## src/rtl/sc_io_port_bank.sv

```systemverilog
// sc_io_port_bank
//   Memory-mapped I/O port bank for sc_computer. It provides NUM_IN input ports and
//   NUM_OUT output ports. Each input passes through a 2-flop synchroniser and then a
//   debouncer. A sticky change flag is set whenever the debounced value updates.
//   Output ports are plain CPU-writable registers.
//
// Ports
//   clock      : rising-edge clock
//   resetn     : synchronous active-low reset
//   addr       : word address of the bus access (ADDR_W)
//   wdata      : write data (DATA_W)
//   we / re    : write / read strobes, sampled on the rising edge
//   rdata      : registered read data (DATA_W)
//   in_port    : asynchronous inputs, port k at [k*DATA_W +: DATA_W]
//   out_port   : output registers, same packing as in_port
//   in_changed : sticky per-port change flags, write-1-to-clear at IN_BASE+NUM_IN
//   irq        : high while any in_changed bit is set
module sc_io_port_bank #(
  parameter int                DATA_W   = 32,
  parameter int                NUM_IN   = 2,
  parameter int                NUM_OUT  = 2,
  parameter int                ADDR_W   = 8,
  parameter logic [ADDR_W-1:0] IN_BASE  = 'h80,
  parameter logic [ADDR_W-1:0] OUT_BASE = 'hC0,
  parameter int                DEB_CYC  = 4
) (
  input  logic                      clock,
  input  logic                      resetn,
  input  logic [ADDR_W-1:0]         addr,
  input  logic [DATA_W-1:0]         wdata,
  input  logic                      we,
  input  logic                      re,
  output logic [DATA_W-1:0]         rdata,
  input  logic [NUM_IN*DATA_W-1:0]  in_port,
  output logic [NUM_OUT*DATA_W-1:0] out_port,
  output logic [NUM_IN-1:0]         in_changed,
  output logic                      irq
);

  localparam int                CNT_W     = (DEB_CYC > 1) ? $clog2(DEB_CYC) : 1;
  localparam logic [CNT_W-1:0]  CNT_MAX   = CNT_W'(DEB_CYC - 1);
  localparam logic [ADDR_W-1:0] STAT_ADDR = ADDR_W'(IN_BASE + NUM_IN);

  logic [DATA_W-1:0] sync_p0   [NUM_IN];
  logic [DATA_W-1:0] sync_p1   [NUM_IN];
  logic [DATA_W-1:0] last_p2   [NUM_IN];
  logic [CNT_W-1:0]  cnt_p2    [NUM_IN];
  logic [DATA_W-1:0] stable_p3 [NUM_IN];
  logic [DATA_W-1:0] out_reg   [NUM_OUT];

  logic [NUM_IN-1:0] chg_set;
  logic [NUM_IN-1:0] chg_clr;
  logic [DATA_W-1:0] rd_mux;

  // Stage p0/p1: two-flop synchroniser; stage p2: debounce tracking; stage p3: accepted value
  always_ff @(posedge clock) begin
    if (!resetn) begin
      for (int k = 0; k < NUM_IN; k++) begin
        sync_p0[k]   <= '0;
        sync_p1[k]   <= '0;
        last_p2[k]   <= '0;
        cnt_p2[k]    <= '0;
        stable_p3[k] <= '0;
      end
    end else begin
      for (int k = 0; k < NUM_IN; k++) begin
        sync_p0[k] <= in_port[k*DATA_W +: DATA_W];
        sync_p1[k] <= sync_p0[k];
        if (sync_p1[k] != last_p2[k]) begin
          last_p2[k] <= sync_p1[k];
          cnt_p2[k]  <= '0;
        end else if (cnt_p2[k] != CNT_MAX) begin
          cnt_p2[k] <= cnt_p2[k] + CNT_W'(1);
        end else if (last_p2[k] != stable_p3[k]) begin
          stable_p3[k] <= last_p2[k];
        end
      end
    end
  end

  // Set and clear masks for the sticky flags; the counter never exceeds CNT_MAX,
  // so equality stands in for "counted long enough".
  always_comb begin
    chg_set = '0;
    chg_clr = '0;
    for (int k = 0; k < NUM_IN; k++) begin
      chg_set[k] = (sync_p1[k] == last_p2[k]) && (cnt_p2[k] == CNT_MAX) &&
                   (last_p2[k] != stable_p3[k]);
    end
    if (we && (addr == STAT_ADDR)) begin
      chg_clr = wdata[NUM_IN-1:0];
    end
  end

  // A fresh change wins over a simultaneous write-1-to-clear of the same bit
  always_ff @(posedge clock) begin
    if (!resetn) begin
      in_changed <= '0;
    end else begin
      in_changed <= (in_changed & ~chg_clr) | chg_set;
    end
  end

  assign irq = |in_changed;

  always_ff @(posedge clock) begin
    if (!resetn) begin
      for (int j = 0; j < NUM_OUT; j++) begin
        out_reg[j] <= '0;
      end
    end else begin
      for (int j = 0; j < NUM_OUT; j++) begin
        if (we && (addr == ADDR_W'(OUT_BASE + j))) begin
          out_reg[j] <= wdata;
        end
      end
    end
  end

  for (genvar j = 0; j < NUM_OUT; j++) begin : g_out_pack
    assign out_port[j*DATA_W +: DATA_W] = out_reg[j];
  end

  always_comb begin
    rd_mux = '0;
    for (int k = 0; k < NUM_IN; k++) begin
      if (addr == ADDR_W'(IN_BASE + k)) begin
        rd_mux = stable_p3[k];
      end
    end
    if (addr == STAT_ADDR) begin
      rd_mux = DATA_W'(in_changed);
    end
    for (int j = 0; j < NUM_OUT; j++) begin
      if (addr == ADDR_W'(OUT_BASE + j)) begin
        rd_mux = out_reg[j];
      end
    end
  end

  // Read data samples pre-write register contents, so a same-cycle write returns the old value
  always_ff @(posedge clock) begin
    if (!resetn) begin
      rdata <= '0;
    end else if (re) begin
      rdata <= rd_mux;
    end
  end

endmodule
```

## config.mk

```make
export PLATFORM = sky130hd
export DESIGN_NAME = sc_io_port_bank
export DESIGN_NICKNAME = d
export VERILOG_FILES = /design/src/rtl/sc_io_port_bank.sv
export SDC_FILE = /design/constraint.sdc
export NUM_CORES = 1
export LEC_CHECK = 0
export CAP_MARGIN = 20
export CORE_AREA = 2 2 165 167
export DETAILED_ROUTE_END_ITERATION = 8
export DIE_AREA = 0 0 167 169
export GPL_TIMING_DRIVEN = 0
export PLACE_DENSITY = 0.8
export SYNTH_ARGS = -nofsm -noshare
export SYNTH_HDL_FRONTEND = slang
export SYNTH_SLANG_ARGS = --single-unit
```

## constraint.sdc

```tcl
create_clock -name clock -period 5.95 [get_ports clock]
set_input_delay 0.8925 -clock clock [delete_from_list [all_inputs] [get_ports clock]]
set_output_delay 0.8925 -clock clock [all_outputs]
set_load 0.05 [all_outputs]
```

==> summary.md <==
| Metric | Value |
|---|---|
| Largest net degree at the start of global routing | 24 |
| WL per Instance | 20.41 microns |
| Via density | 5.344 |
| Drt pass-1 iters | 5 |
| Relative slew slack | 0.3541 |
| I/O pin count | 207 |
| Slowest stage cell on the critical path | clkbuf_1 |
| Crit-path max cell delay | 0.79 ns |
| WHS Path Cells | 1 |
| Crit end category | flip-flop |
| ANT nets after route | 0 |
| Via count | 8844 |
| Multi-input logic area | 4735 sq um |
| CP cell instances | clkdlybuf4s50_1 > clkbuf_1 > clkbuf_1 > o21ai_4 > buf_16 |
| Status | completed |
| Post-synth top area share | 0.4182 |
| Initial DRC count | 883 |
| CTS resizes | 0 |
| Number of I/O port buffers | 203 |
| Layout Cells excl Fill | 1655 |
| Nets@finish | 1396 |
| Synth cell types | 35 |
| # Max-Cap Violations | 0 |
| Routed WL | 33.78 mm |
| Core Region | 26500 sq um |
| Vias in the first global route | 8950 |
| Worst VDD drop | 198.8 uV |
| Die ar. | 28220 sq um |
| Critical path required time | 6.21 ns |
| Setup TNS Final | 0 ns |
| Leak | 6.835 nW |
| Crit Path Category | input port to flip-flop |
| Yosys reg bits | 358 |
| Reg2reg end | stable_p3[0][1] |
| Clk slew on worst S/H paths | 0.06 ns |
| Area Growth Syn to Fin | 27.32% |
| CP most frequent cell | clkbuf_1 |
| Residual DRC | 0 |
| Yosys warns | 0 |
| CTS buffer count | 35 |
| Area contributors post-synth | edfxtp_1 42%, dfxtp_1 23%, and2_1 13% |
| Syn_area_per_cell | 13.53 sq um |
| Post-synth EDFFs | 196 |
| Worst reg-to-reg path cell count | 8 |
| Critical Path AT | 3.73 ns |
| Slew Limit Fails | 0 |
| RSZ-0062 raised after global routing | false |
| Total grt overflow | 0 |
| RR Startpoint | last_p2[0][15] |
| Buffers & Inverters on Critical Path | 4 |
| WHS Endpoint | sync_p1[0][1] |
| Final critical-path required period | 3.474 ns |
| Ys async rst share | 0 |
| Initial antenna violation count | 2 |
| Post-synth top area cell | edfxtp_1 |
| F_max | 287.9 MHz |
| Crit start category | input port |
| Synthesized area | 14070 sq um |
| Initial core utilization | 0.5311 |
| Root buffer cell | clkbuf_16 |
| Register area | 9129 sq um |
| CTS tree | yes |
| Die width | 167 microns |
| Min-Delay Startpoint | sync_p0[0][1] |
| Min-Delay Path Class | flip-flop to flip-flop |
| Post-Place Cells | 1590 |
| FILL cells | 1912 |
| Syn Inst Count | 1040 |
| Total GRT Usage | 0.2399 |
| CTS Sinks | 358 |
| Post-route clock period utilization | 0.5838 |
| Detailed placer's ending HPWL | 25.51 mm |
| PD cells | 301.0 nW/um^2 |
| Sequential-to-total area share from yosys stat | 0.6486 |
| Cts-stage hold buffer count | 0 |
| Crit path max-delay family | buffers and inverters |
| Slew @ Worst Pin | 0.9688 ns |
| Clk buf depth | 3 |
| Rows | 60 |
| H-Tree Depth | 2 |
| Fin. Hold Viols | 0 |
| Mapped Nets | 1150 |
| Post CTS Setup Buffer Count | 0 |
| First-pass GRT wire length | 51.36 mm |
| Final setup viols | 0 |
| Clk_lat worst skew | 0.52 ns |
| Placer congestion estimate | 0.8825 |
| Worst-path fanout max | 20 |
| Reg2Reg Setup Slack | 2.87 ns |
| Share of cells above drive strength 1 | 0.08911 |
| Worst Skew | 0.01879 ns |
| Primary FF master, synth | edfxtp_1 |
| Die Ht | 169 microns |
-- worst max-delay path by stage --
stage          depth (start not counted)  startpoint        endpoint  slack, ns
3_3_place_gp                           6     addr[2]  out_reg[0][55]      -0.55
6_report                               5      resetn  out_reg[0][35]       2.48
4_1_cts                                5      resetn   out_reg[0][3]       2.41
2_1_floorplan                          5     addr[3]   out_reg[0][0]       1.58
5_1_grt                                5      resetn  out_reg[0][52]       2.40
3_5_place_dp                           5      resetn  out_reg[0][28]       1.90
-- Yosys cell counts (all sizes together), types with 3 or more instances --
cell / instances
buf: 14
xor2: 64
edfxtp: 196
inv: 4
nor4: 19
nand2: 3
xnor2: 64
mux4: 30
o21a: 3
nand2b: 30
o21ai: 8
dfxtp: 162
nand4: 22
clkbuf: 37
a21oi: 30
or2: 3
nand3: 33
nor2: 11
and2: 288
-- worst register-to-register path: stages (launching register included) --
cell      delay, ns
edfxtp_1       0.48
xnor2_1        0.21
nand4_1        0.17
nor4_2         0.40
nand4_2        0.55
buf_16         0.39
o22ai_4        0.38
buf_6          0.22
and2_1         0.15
-- placed cells by master, fill, tap and decap left out, types with 3 or more instances in the layout --
cell	instances
a21oi_1	30
o21ai_4	4
nand3_1	33
nand4_1	20
inv_6	3
mux4_2	30
or2_2	3
nand2_1	3
buf_16	6
nand2b_1	30
buf_1	4
buf_6	6
xnor2_1	64
nor2_1	11
buf_2	4
nor4_1	17
xor2_1	64
clkbuf_8	7
and2_1	288
clkbuf_16	39
clkbuf_1	42
dfxtp_1	162
inv_1	4
clkinv_2	5
o21a_1	3
edfxtp_1	196
clkdlybuf4s50_1	203
-- stage by stage --
stage	utilization	worst slack (ns)	hold slack, ns	total power [mW]	area [sq um]
floorplan	-	1.575	0.4119	3.039	14070
CTS	0.6761	2.412	0.4290	5.425	17920
global route	0.6762	2.402	0.4472	5.555	17920
finish	0.6762	2.476	0.4234	5.394	17920
global placement	0.6239	-0.5537	0.4185	3.231	16530
detailed placement	0.6318	1.898	0.4169	3.245	16740
-- kinds of logic (layout without fill, tap and decap cells) --
kind of cell | count (synthesis) | count (layout) | synth area share
buffers and inverters | 55 | 328 | 0.01822
AOI/OAI and AO/OA | 48 | 48 | 0.01991
and+or+nand+nor | 415 | 415 | 0.1808
other | 0 | 1 | 0
adders and majority gates | 2 | 2 | 0.001778
DFF | 358 | 358 | 0.6486
xor gates and xnor gates | 128 | 128 | 0.07965
muxes | 34 | 34 | 0.05103
-- power breakdown --
group / total [mW] / internal [mW] / switching, mW / leakage [nW]
clock: 2.20 / 1.29 / 0.915 / 0.586
combinational: 0.435 / 0.208 / 0.227 / 2.79
sequential: 2.76 / 2.69 / 0.0693 / 3.46
-- layout make-up --
cell class                 count  share of cell area
sequential                   358              0.5094
multi-input combinational    627              0.2642
timing repair buffer         209              0.1226
clock buffer                  51             0.06089
tap                          341             0.02381
buffer                        51             0.01348
clock inverter                13            0.004608
inverter                       4           0.0008379
antenna                        1           0.0001396
-- metal layers --
| layer | track usage | wire, microns |
|---|---|---|
| met2 | 0.4126 | 16730 |
| met5 | 0 | 14 |
| met1 | 0.3078 | 13090 |
| met4 | 0.08433 | 1042 |
| met3 | 0.04255 | 2906 |
No activity file was read; power rests on OpenSTA's default activity.
